## src/rtl/imu_pkg.sv

```systemverilog
// ============================================================================
// Module   : imu_pkg
// Purpose  : Sample/frame types and slot layout for the IMU frame assembler.
//            Layout depends on macro IMU_TEMP_EN (defined: 7-word burst with temp).
// Revision : 1.0 - initial release
// ============================================================================
`default_nettype none

package imu_pkg;

`ifdef IMU_TEMP_EN
  localparam int FRAME_WORDS = 7;

  typedef enum logic [2:0] {
    SLOT_TEMP    = 3'd0,
    SLOT_GYRO_X  = 3'd1,
    SLOT_GYRO_Y  = 3'd2,
    SLOT_GYRO_Z  = 3'd3,
    SLOT_ACCEL_X = 3'd4,
    SLOT_ACCEL_Y = 3'd5,
    SLOT_ACCEL_Z = 3'd6
  } imu_slot_e;
`else
  localparam int FRAME_WORDS = 6;

  typedef enum logic [2:0] {
    SLOT_GYRO_X  = 3'd0,
    SLOT_GYRO_Y  = 3'd1,
    SLOT_GYRO_Z  = 3'd2,
    SLOT_ACCEL_X = 3'd3,
    SLOT_ACCEL_Y = 3'd4,
    SLOT_ACCEL_Z = 3'd5
  } imu_slot_e;
`endif

  localparam int SLOT_W = 3;

  typedef logic [FRAME_WORDS-1:0][15:0] imu_frame_t;

  typedef struct packed {
    logic signed [15:0] temp;
    logic signed [15:0] gyro_x;
    logic signed [15:0] gyro_y;
    logic signed [15:0] gyro_z;
    logic signed [15:0] accel_x;
    logic signed [15:0] accel_y;
    logic signed [15:0] accel_z;
  } imu_sample_t;

  // Sensor shifts the low byte out first.
  function automatic logic [15:0] swap_bytes(input logic [15:0] w);
    return {w[7:0], w[15:8]};
  endfunction

  function automatic imu_sample_t frame_to_sample(input imu_frame_t f);
    imu_sample_t s;
    s = '0;
`ifdef IMU_TEMP_EN
    s.temp = f[SLOT_TEMP];
`endif
    s.gyro_x  = f[SLOT_GYRO_X];
    s.gyro_y  = f[SLOT_GYRO_Y];
    s.gyro_z  = f[SLOT_GYRO_Z];
    s.accel_x = f[SLOT_ACCEL_X];
    s.accel_y = f[SLOT_ACCEL_Y];
    s.accel_z = f[SLOT_ACCEL_Z];
    return s;
  endfunction

endpackage

`default_nettype wire

```

## src/rtl/imu_frame_assembler_gap_timer.sv

```systemverilog
// ============================================================================
// Module   : gap_timer
// Purpose  : Counts idle cycles while enabled; pulses expire on the
//            TIMEOUT_CYCLES-th cycle without a load.
// Revision : 1.0 - initial release
// ============================================================================
`default_nettype none

module gap_timer #(
  parameter int TIMEOUT_CYCLES = 1024
) (
  input  logic clk,
  input  logic rst,
  input  logic load_i,
  input  logic enable_i,
  output logic expire_o
);

  localparam int CNT_W = (TIMEOUT_CYCLES > 1) ? $clog2(TIMEOUT_CYCLES) : 1;
  localparam logic [CNT_W-1:0] C_LAST = CNT_W'(TIMEOUT_CYCLES - 1);

  logic [CNT_W-1:0] count_q;
  logic [CNT_W-1:0] count_d;

  assign expire_o = enable_i & ~load_i & (count_q == C_LAST);

  always_comb begin
    count_d = '0;
    if (enable_i && !load_i && !expire_o) begin
      count_d = count_q + CNT_W'(1);
    end
  end

  always_ff @(posedge clk) begin
    if (rst) begin
      count_q <= '0;
    end else begin
      count_q <= count_d;
    end
  end

endmodule

`default_nettype wire

```

## src/rtl/imu_frame_assembler.sv

```systemverilog
// ============================================================================
// Module   : imu_frame_assembler
// Purpose  : Assembles byte-swapped SPI burst words into one IMU sample with a
//            valid/ready output register. Macro IMU_TEMP_EN adds the temp slot.
// Revision : 1.0 - initial release
// ============================================================================
`default_nettype none

module imu_frame_assembler
  import imu_pkg::*;
#(
  parameter int TIMEOUT_CYCLES = 1024
) (
  input  logic              clk,
  input  logic              rst,
  input  logic [15:0]       word_in,
  input  logic              word_valid,
  input  logic              frame_start,
  output imu_sample_t       sample_out,
  output logic              sample_valid,
  input  logic              sample_ready,
  output logic              overrun,
  output logic              frame_err,
  output logic [15:0]       frame_count
);

  localparam logic [0:0]        ST_IDLE    = 1'b0;
  localparam logic [0:0]        ST_COLLECT = 1'b1;
  localparam logic [SLOT_W-1:0] C_LAST_IDX = SLOT_W'(FRAME_WORDS - 1);

  logic [0:0]        state_q,   state_d;
  logic [SLOT_W-1:0] idx_q,     idx_d;
  imu_frame_t        slots_q,   slots_d;
  imu_sample_t       sample_q,  sample_d;
  logic              valid_q,   valid_d;
  logic              overrun_q, overrun_d;
  logic              err_q,     err_d;
  logic [15:0]       count_q,   count_d;

  logic [15:0] w_swapped;
  logic        w_in_collect;
  logic        w_complete;
  logic        w_handshake;
  logic        w_load;
  logic        w_expire;

  assign w_swapped    = swap_bytes(word_in);
  assign w_in_collect = (state_q == ST_COLLECT);
  assign w_complete   = w_in_collect & word_valid & ~frame_start & (idx_q == C_LAST_IDX);
  assign w_handshake  = valid_q & sample_ready;
  assign w_load       = frame_start | (w_in_collect & word_valid);

  gap_timer #(
    .TIMEOUT_CYCLES(TIMEOUT_CYCLES)
  ) u_gap_timer (
    .clk     (clk),
    .rst     (rst),
    .load_i  (w_load),
    .enable_i(w_in_collect),
    .expire_o(w_expire)
  );

  always_ff @(posedge clk) begin
    if (rst) begin
      state_q <= ST_IDLE;
    end else begin
      state_q <= state_d;
    end
  end

  always_comb begin
    state_d = state_q;
    case (state_q)
      ST_IDLE: begin
        if (frame_start) state_d = ST_COLLECT;
      end
      ST_COLLECT: begin
        if (frame_start)                 state_d = ST_COLLECT;
        else if (w_complete || w_expire) state_d = ST_IDLE;
      end
      default: state_d = ST_IDLE;
    endcase
  end

  always_comb begin
    idx_d     = idx_q;
    slots_d   = slots_q;
    err_d     = err_q;
    sample_d  = sample_q;
    valid_d   = valid_q;
    overrun_d = overrun_q;
    count_d   = count_q;

    // A restart takes priority; a word arriving with it becomes slot 0.
    if (frame_start) begin
      idx_d = '0;
      if (w_in_collect && (idx_q != '0)) err_d = 1'b1;
      if (word_valid) begin
        slots_d[0] = w_swapped;
        idx_d      = SLOT_W'(1);
      end
    end else if (w_in_collect && word_valid) begin
      slots_d[idx_q] = w_swapped;
      idx_d          = w_complete ? '0 : idx_q + SLOT_W'(1);
    end else if (w_expire) begin
      err_d = 1'b1;
      idx_d = '0;
    end

    if (w_complete && (!valid_q || w_handshake)) begin
      sample_d = frame_to_sample(slots_d);
      valid_d  = 1'b1;
      count_d  = count_q + 16'd1;
    end else if (w_complete) begin
      overrun_d = 1'b1;
    end else if (w_handshake) begin
      valid_d = 1'b0;
    end
  end

  always_ff @(posedge clk) begin
    if (rst) begin
      idx_q     <= '0;
      slots_q   <= '0;
      sample_q  <= '0;
      valid_q   <= 1'b0;
      overrun_q <= 1'b0;
      err_q     <= 1'b0;
      count_q   <= '0;
    end else begin
      idx_q     <= idx_d;
      slots_q   <= slots_d;
      sample_q  <= sample_d;
      valid_q   <= valid_d;
      overrun_q <= overrun_d;
      err_q     <= err_d;
      count_q   <= count_d;
    end
  end

  assign sample_out   = sample_q;
  assign sample_valid = valid_q;
  assign overrun      = overrun_q;
  assign frame_err    = err_q;
  assign frame_count  = count_q;

endmodule

`default_nettype wire

```

## config.mk

```make
export PLATFORM = sky130hd
export DESIGN_NAME = imu_frame_assembler
export DESIGN_NICKNAME = d
export VERILOG_FILES = /design/src/rtl/imu_pkg.sv /design/src/rtl/imu_frame_assembler_gap_timer.sv /design/src/rtl/imu_frame_assembler.sv
export SDC_FILE = /design/constraint.sdc
export NUM_CORES = 1
export LEC_CHECK = 0
export CORE_MARGIN = 2
export CORE_UTILIZATION = 50
export DETAILED_ROUTE_END_ITERATION = 8
export HOLD_SLACK_MARGIN = 0.03
export PLACE_DENSITY = 0.76
export SYNTH_ARGS = -nofsm -noshare
export SYNTH_HDL_FRONTEND = slang
export SYNTH_SLANG_ARGS = --single-unit
```

## constraint.sdc

```tcl
create_clock -name clk -period 2.55 [get_ports clk]
set_input_delay 0.255 -clock clk [delete_from_list [all_inputs] [get_ports clk]]
set_output_delay 0.255 -clock clk [all_outputs]
set_load 0.02 [all_outputs]
```

==> results of run 1 <==
cell families (layout without fill, tap and decap cells):
family                     after synthesis  in the layout  synth area share [%]
and+or+nand+nor                        414            414                 21.11
DFF                                    225            225                 52.69
AOI/OAI and AO/OA                      194            194                 13.66
buffers and inverters                   94            198                 6.499
muxes                                   36             36                 4.245
xor gates and xnor gates                10             10                 1.025
adders and majority gates                5              5                0.7319
other                                    1             16               0.04387
power by group through the flow:
stage | sequential [W] | clock, W | combinational [W]
6_report | 0.00355 | 0.00317 | 0.000238
5_1_grt | 0.00355 | 0.00335 | 0.000255
4_1_cts | 0.00355 | 0.00322 | 0.000237
3_5_place_dp | 0.00363 | 0 | 0.000235
3_3_place_gp | 0.00363 | 0 | 0.000234
2_1_floorplan | 0.00362 | 0 | 0.000156
cells in the mapped netlist (all sizes together) (2+ instances only):
master	number
nand2	234
dfxtp	225
a21oi	140
nor2	85
buf	48
nand3	42
clkbuf	39
mux2i	34
a211oi	18
a311oi	15
nand4	12
and2	7
inv	7
o31ai	7
xor2	7
o21ai	6
ha	5
nor2b	5
or3	5
or4	5
a31oi	4
and3	4
nand2b	4
and4	3
xnor2	3
mux2	2
nor4b	2
worst reg2reg max path: stages (launching register included):
cell,delay (ns)
dfxtp_1,0.39
inv_1,0.11
ha_1,0.19
and2_1,0.40
and3_4,0.36
buf_12,0.22
nor2_1,0.09
a311oi_1,0.30
registers in the layout, summed over array words and instances, names as in the netlist:
name and count:
sample_out 96, slots_q 96, frame_count 16, u_gap_timer.count_q 10, idx_q 3, frame_err 1, overrun 1, sample_valid 1
state_q 1
area by class of cell:
| type | count | area (um^2) |
|---|---|---|
| fill | 1432 | 6018 |
| clock inverter | 6 | 57.56 |
| timing repair buffer | 152 | 1558 |
| sequential | 225 | 4504 |
| tap | 220 | 275.3 |
| clock buffer | 33 | 653.1 |
| inverter | 7 | 26.28 |
| multi-input combinational | 675 | 3550 |
how the worst max path moves through the flow:
stage | start | endpoint | slack [ns] | cells after the start
2_1_floorplan | idx_q[1] | sample_out[10] | 0.72 | 10
5_1_grt | idx_q[1] | sample_out[20] | 0.26 | 7
6_report | idx_q[1] | sample_out[22] | 0.38 | 7
3_3_place_gp | frame_start | sample_out[17] | 0.32 | 6
4_1_cts | idx_q[0] | sample_out[22] | 0.37 | 6
3_5_place_dp | frame_start | sample_out[21] | 0.26 | 6
layer usage:
metal	track usage [%]	wire length (um)	vias up	part of all wire [%]
li1	-	-	3476	-
met4	6.316	482	0	2.4
met5	0	0	-	0
met3	3.078	1075	29	5.3
met2	35.39	9689	195	47
met1	30.04	9184	3232	45
cell usage in the layout, fill, tap and decap left out, types with 7 or more instances in the layout:
cell / n
a311oi_1: 14
dfxtp_1: 225
nor2_1: 85
and2_1: 7
a211oi_1: 8
nand4_1: 10
a21oi_1: 140
inv_1: 7
o31ai_1: 7
nand3_1: 41
clkbuf_16: 23
nand2_1: 234
xor2_1: 7
clkdlybuf4s50_1: 134
conb_1: 16
mux2i_1: 34
a211oi_2: 10
buf_4: 10
repair_timing:
action                    4_1_cts  5_1_grt
hold endpoints to repair        7        0
buffers inserted                0        0
hold buffers                    1        0
metrics by stage:
step,utilization (%),instances,hold slack [ns]
global placement,59.51,1278,0.4232
floorplan,-,994,0.3910
CTS,63.84,1318,0.4455
finish,63.84,1318,0.4445
detailed placement,59.51,1278,0.4370
global route,63.84,1318,0.4640
==> results.json, run 1 <==
{
  "vias": 6932,
  "die_h_um": 134.8,
  "cpLargestDelayFamily": "simple AND/OR/NAND/NOR gates",
  "die_area_um2": 18160,
  "cp_slowest_cell": "and2_1",
  "hold_start": "u_gap_timer.count_q[0]",
  "path_buf_inv": 2,
  "final.setup_skew_ns": 0.01312,
  "drt_iter0_drc": 624,
  "pwr_density_cell_nw_per_um2": 654.9,
  "drv_cap": 0,
  "placementRows": 47,
  "gp_congestion": 0.8113,
  "design_area_um2": 10620,
  "portBuffers": 135,
  "seq_area_frac_synth_pct": 52.69,
  "r2r-start": "idx_q[1]",
  "area_growth_pct": 24.28,
  "fmax_mhz": 461.6,
  "grt_pass1_wl_um": 31850,
  "status": "finished clean",
  "p_clk_share_pct": 45.5,
  "p_sw_w": 0.001477,
  "crit_arrival_ns": 2.54,
  "dp_slack_ns": 0.2615,
  "reg2regPathDepth": 7,
  "netlist_instances": 979,
  "path_max_fanout": 37,
  "postRouteAntennaNets": 0,
  "clk_path_buf_depth": 3,
  "finalCritPeriodShare_pct": 84.95,
  "holdPathStages": 1,
  "worstSetupStartpointType": "flop",
  "synth_cell_types": 48,
  "cts_resized": 0,
  "report.final.slew_viol_count": 0,
  "synth_area_per_cell_um2": 8.732,
  "track_usage_pct": 21.68,
  "cts_buffers": 23,
  "power_frac_seq_pct": 51.0,
  "critPathKind": "reg2reg",
  "clockRootBuffer": "clkbuf_16",
  "fin_total_pwr_w": 0.006957,
  "timing.final.ws_setup_ns": 0.3838,
  "regToRegSetupSlack_ns": 0.38,
  "power.switching_fraction_pct": 21.23,
  "drt-total-wl_um": 20430,
  "slew_headroom_pct": 60.19,
  "drc_errors": 0,
  "overflow": 0,
  "final_hold_viol_count": 0,
  "dpl_cell_area_um2": 9903,
  "wl_per_cell_um": 15.50,
  "dpl.hpwl_um": 12750,
  "crit_chain": "inv_1, ha_1, and2_1, and3_4, buf_12, nor2_1, a311oi_1",
  "cts_num_sinks": 225,
  "post-route-min-period_ns": 2.166,
  "r2r-end": "sample_out[22]",
  "insertion_delay_ns": 0.49,
  "pin_count": 152,
  "yosysTopAreaCell": "dfxtp_1",
  "hold_class": "reg2reg",
  "synth-main-ff-cell": "dfxtp_1",
  "finalSetupViolCount": 0,
  "diodes": 0,
  "clkTransAtPathRegs_ns": 0.06,
  "rsz0062_at_grt": "false",
  "start_util_pct": 51.36,
  "drive_above_1_share_pct": 6.284,
  "synth_async_sr_flop_share_pct": 0,
  "worst_hold_path.endpoint": "u_gap_timer.count_q[0]",
  "cts_tree": "yes",
  "p_comb_share_pct": 3.4,
  "synth-edff-count": 0,
  "ir_drop_uv": 391.0,
  "syn_area_um2": 8548,
  "die_x_um": 134.8,
  "cp.required_ns": 2.92,
  "htree_levels": 1,
  "leakage_nw": 3.575,
  "via_per_inst": 5.259,
  "ys_ff_latch": 225,
  "grt_pass1_vias": 6082,
  "netlist.area_leader.share_pct": 52.69,
  "finalNetCount": 1110,
  "core_area_um2": 16640,
  "internal_power_w": 0.005480,
  "endpoint_kind": "flop",
  "tightest_slew_ns": 0.5971,
  "final.setup.tns_ns": 0,
  "yosys-top-cells-area": "dfxtp_1, nand2_1, a21oi_1",
  "grt_start_max_net_pins": 107,
  "cp_slowest_stage_delay_ns": 0.40,
  "antenna_found_initial": 0,
  "yosys_warnings": 0,
  "first_pass_iters": 5
}
Note: power is estimated with default switching activity, not from simulation.
==> inputs of run 2 (changes only) <==
==> constraint.sdc (replaced) <==
create_clock -name clk -period 2.2 [get_ports clk]
set_input_delay 0.22 -clock clk [delete_from_list [all_inputs] [get_ports clk]]
set_output_delay 0.22 -clock clk [all_outputs]
set_load 0.02 [all_outputs]
==> run 2 against run 1 <==
  * Cell area increased by 1.8%
  * Die area did not move
  * Via count rose by 1.1%
  * Largest cell class unchanged
  * Highest routed layer unchanged
==> results.json, run 2 (synthesis results as in run 1) <==
{
  "status": "finished clean",
  "clk_path_buf_depth": 3,
  "track_usage_pct": 22.25,
  "insertion_delay_ns": 0.50,
  "overflow": 0,
  "placementRows": 47,
  "slew_headroom_pct": 60.32,
  "path_buf_inv": 2,
  "fmax_mhz": 517.2,
  "worstSetupStartpointType": "flop",
  "via_per_inst": 5.268,
  "power_frac_seq_pct": 49.4,
  "rsz0062_at_grt": "false",
  "final_common_cell": "nand2_1",
  "timing.final.ws_setup_ns": 0.2666,
  "final.setup_skew_ns": 0.006260,
  "die_area_um2": 18160,
  "pwr_density_cell_nw_per_um2": 768.7,
  "dpl.hpwl_um": 13050,
  "cts_tree": "yes",
  "final_hold_viol_count": 0,
  "grt_start_max_net_pins": 110,
  "p_sw_w": 0.001733,
  "cp_slowest_stage_delay_ns": 0.38,
  "drt_iter0_drc": 455,
  "endpoint_kind": "flop",
  "critPathKind": "reg2reg",
  "core_area_um2": 16640,
  "antenna_found_initial": 0,
  "diodes": 0,
  "cp.required_ns": 2.60,
  "drt-total-wl_um": 20820,
  "portBuffers": 135,
  "pin_count": 152,
  "ir_drop_uv": 525.3,
  "path_max_fanout": 13,
  "htree_levels": 1,
  "cts_num_sinks": 225,
  "drv_cap": 0,
  "finalSetupViolCount": 0,
  "clockRootBuffer": "clkbuf_16",
  "die_h_um": 134.8,
  "drc_errors": 0,
  "final_cell_mix": "nand2_1, dfxtp_1, a21oi_1, clkdlybuf4s50_1, nor2_1",
  "first_pass_iters": 5,
  "regToRegSetupSlack_ns": 0.27,
  "tightest_slew_ns": 0.5933,
  "grt_pass1_vias": 6320,
  "cts_buffers": 23,
  "p_comb_share_pct": 3.5,
  "p_clk_share_pct": 47.1,
  "die_x_um": 134.8,
  "grt_pass1_wl_um": 32640,
  "vias": 7006,
  "leakage_nw": 3.688,
  "fin_total_pwr_w": 0.008318,
  "dp_slack_ns": 0.07623,
  "gp_congestion": 0.8136,
  "cpLargestDelayFamily": "simple AND/OR/NAND/NOR gates",
  "finalCritPeriodShare_pct": 87.88,
  "hold_class": "reg2reg",
  "postRouteAntennaNets": 0,
  "internal_power_w": 0.006584,
  "area_growth_pct": 26.58,
  "clkTransAtPathRegs_ns": 0.06,
  "utilization_pct": 65.02,
  "cp_slowest_cell": "and3_4",
  "final.setup.tns_ns": 0,
  "finalNetCount": 1123,
  "wl_per_cell_um": 15.65,
  "post-route-min-period_ns": 1.933,
  "start_util_pct": 51.36,
  "power.switching_fraction_pct": 20.84,
  "crit_chain": "inv_1, ha_1, and2_1, and3_4, buf_4, nor2_1, a311oi_1",
  "drive_above_1_share_pct": 7.477,
  "crit_arrival_ns": 2.34,
  "report.final.slew_viol_count": 0
}
[run 2: power by group through the flow]
| stage | logic (W) | clock network [W] | registers, W |
|---|---|---|---|
| 6_report | 0.000290 | 0.00392 | 0.00411 |
| 5_1_grt | 0.000308 | 0.00415 | 0.00411 |
| 4_1_cts | 0.000289 | 0.00398 | 0.00411 |
| 3_5_place_dp | 0.000285 | 0 | 0.00420 |
| 3_3_place_gp | 0.000284 | 0 | 0.00420 |
| 2_1_floorplan | 0.000180 | 0 | 0.00420 |
[run 2: per-layer routing]
metal,vias to the layer above,track usage (%),routed length (um),part of all wire [%]
met5,-,0,0,0
met4,0,7.953,644,3.1
met3,45,3.341,1154,5.5
met2,190,36.80,9970,48
met1,3267,29.68,9046,43
li1,3504,-,-,-
[run 2: through the flow]
| stage | hold WS (ns) | instance area [um^2] | cells |
|---|---|---|---|
| finish | 0.4415 | 10820 | 1330 |
| global route | 0.4666 | 10820 | 1330 |
| CTS | 0.4449 | 10820 | 1330 |
| detailed placement | 0.4368 | 10050 | 1291 |
| global placement | 0.4256 | 10050 | 1291 |
| floorplan | 0.3560 | 8605 | 994 |
[run 2: worst reg2reg max path, cell delays in order (launching register included)]
cell	delay, ns
dfxtp_1	0.31
inv_1	0.07
ha_1	0.18
and2_1	0.34
and3_4	0.38
buf_4	0.25
nor2_1	0.06
a311oi_1	0.25
[run 2: final timing paths]
| check | start | end | depth (start not counted) |
|---|---|---|---|
| setup / recovery | idx_q[1] | sample_out[17] | 7 |
| hold / removal | u_gap_timer.count_q[0] | u_gap_timer.count_q[0] | 1 |
| hold reg to reg | u_gap_timer.count_q[0] | u_gap_timer.count_q[0] | 1 |
| setup reg to reg | idx_q[1] | sample_out[17] | 7 |
[run 2: layout make-up]
| type | count | area [um^2] |
|---|---|---|
| Sequential cell | 225 | 4504 |
| Tap cell | 220 | 275.3 |
| Timing Repair Buffer | 165 | 1705 |
| Fill cell | 1396 | 5822 |
| Inverter | 7 | 26.28 |
| Multi-Input combinational cell | 675 | 3550 |
| Clock inverter | 7 | 113.9 |
| Clock buffer | 31 | 645.6 |
[run 2: what timing repair did]
action / in CTS / in global routing
hold endpoints to repair: 1 / 0
resized for setup: 0 / 0
setup buffers: 0 / 0
hold buffers: 1 / 0
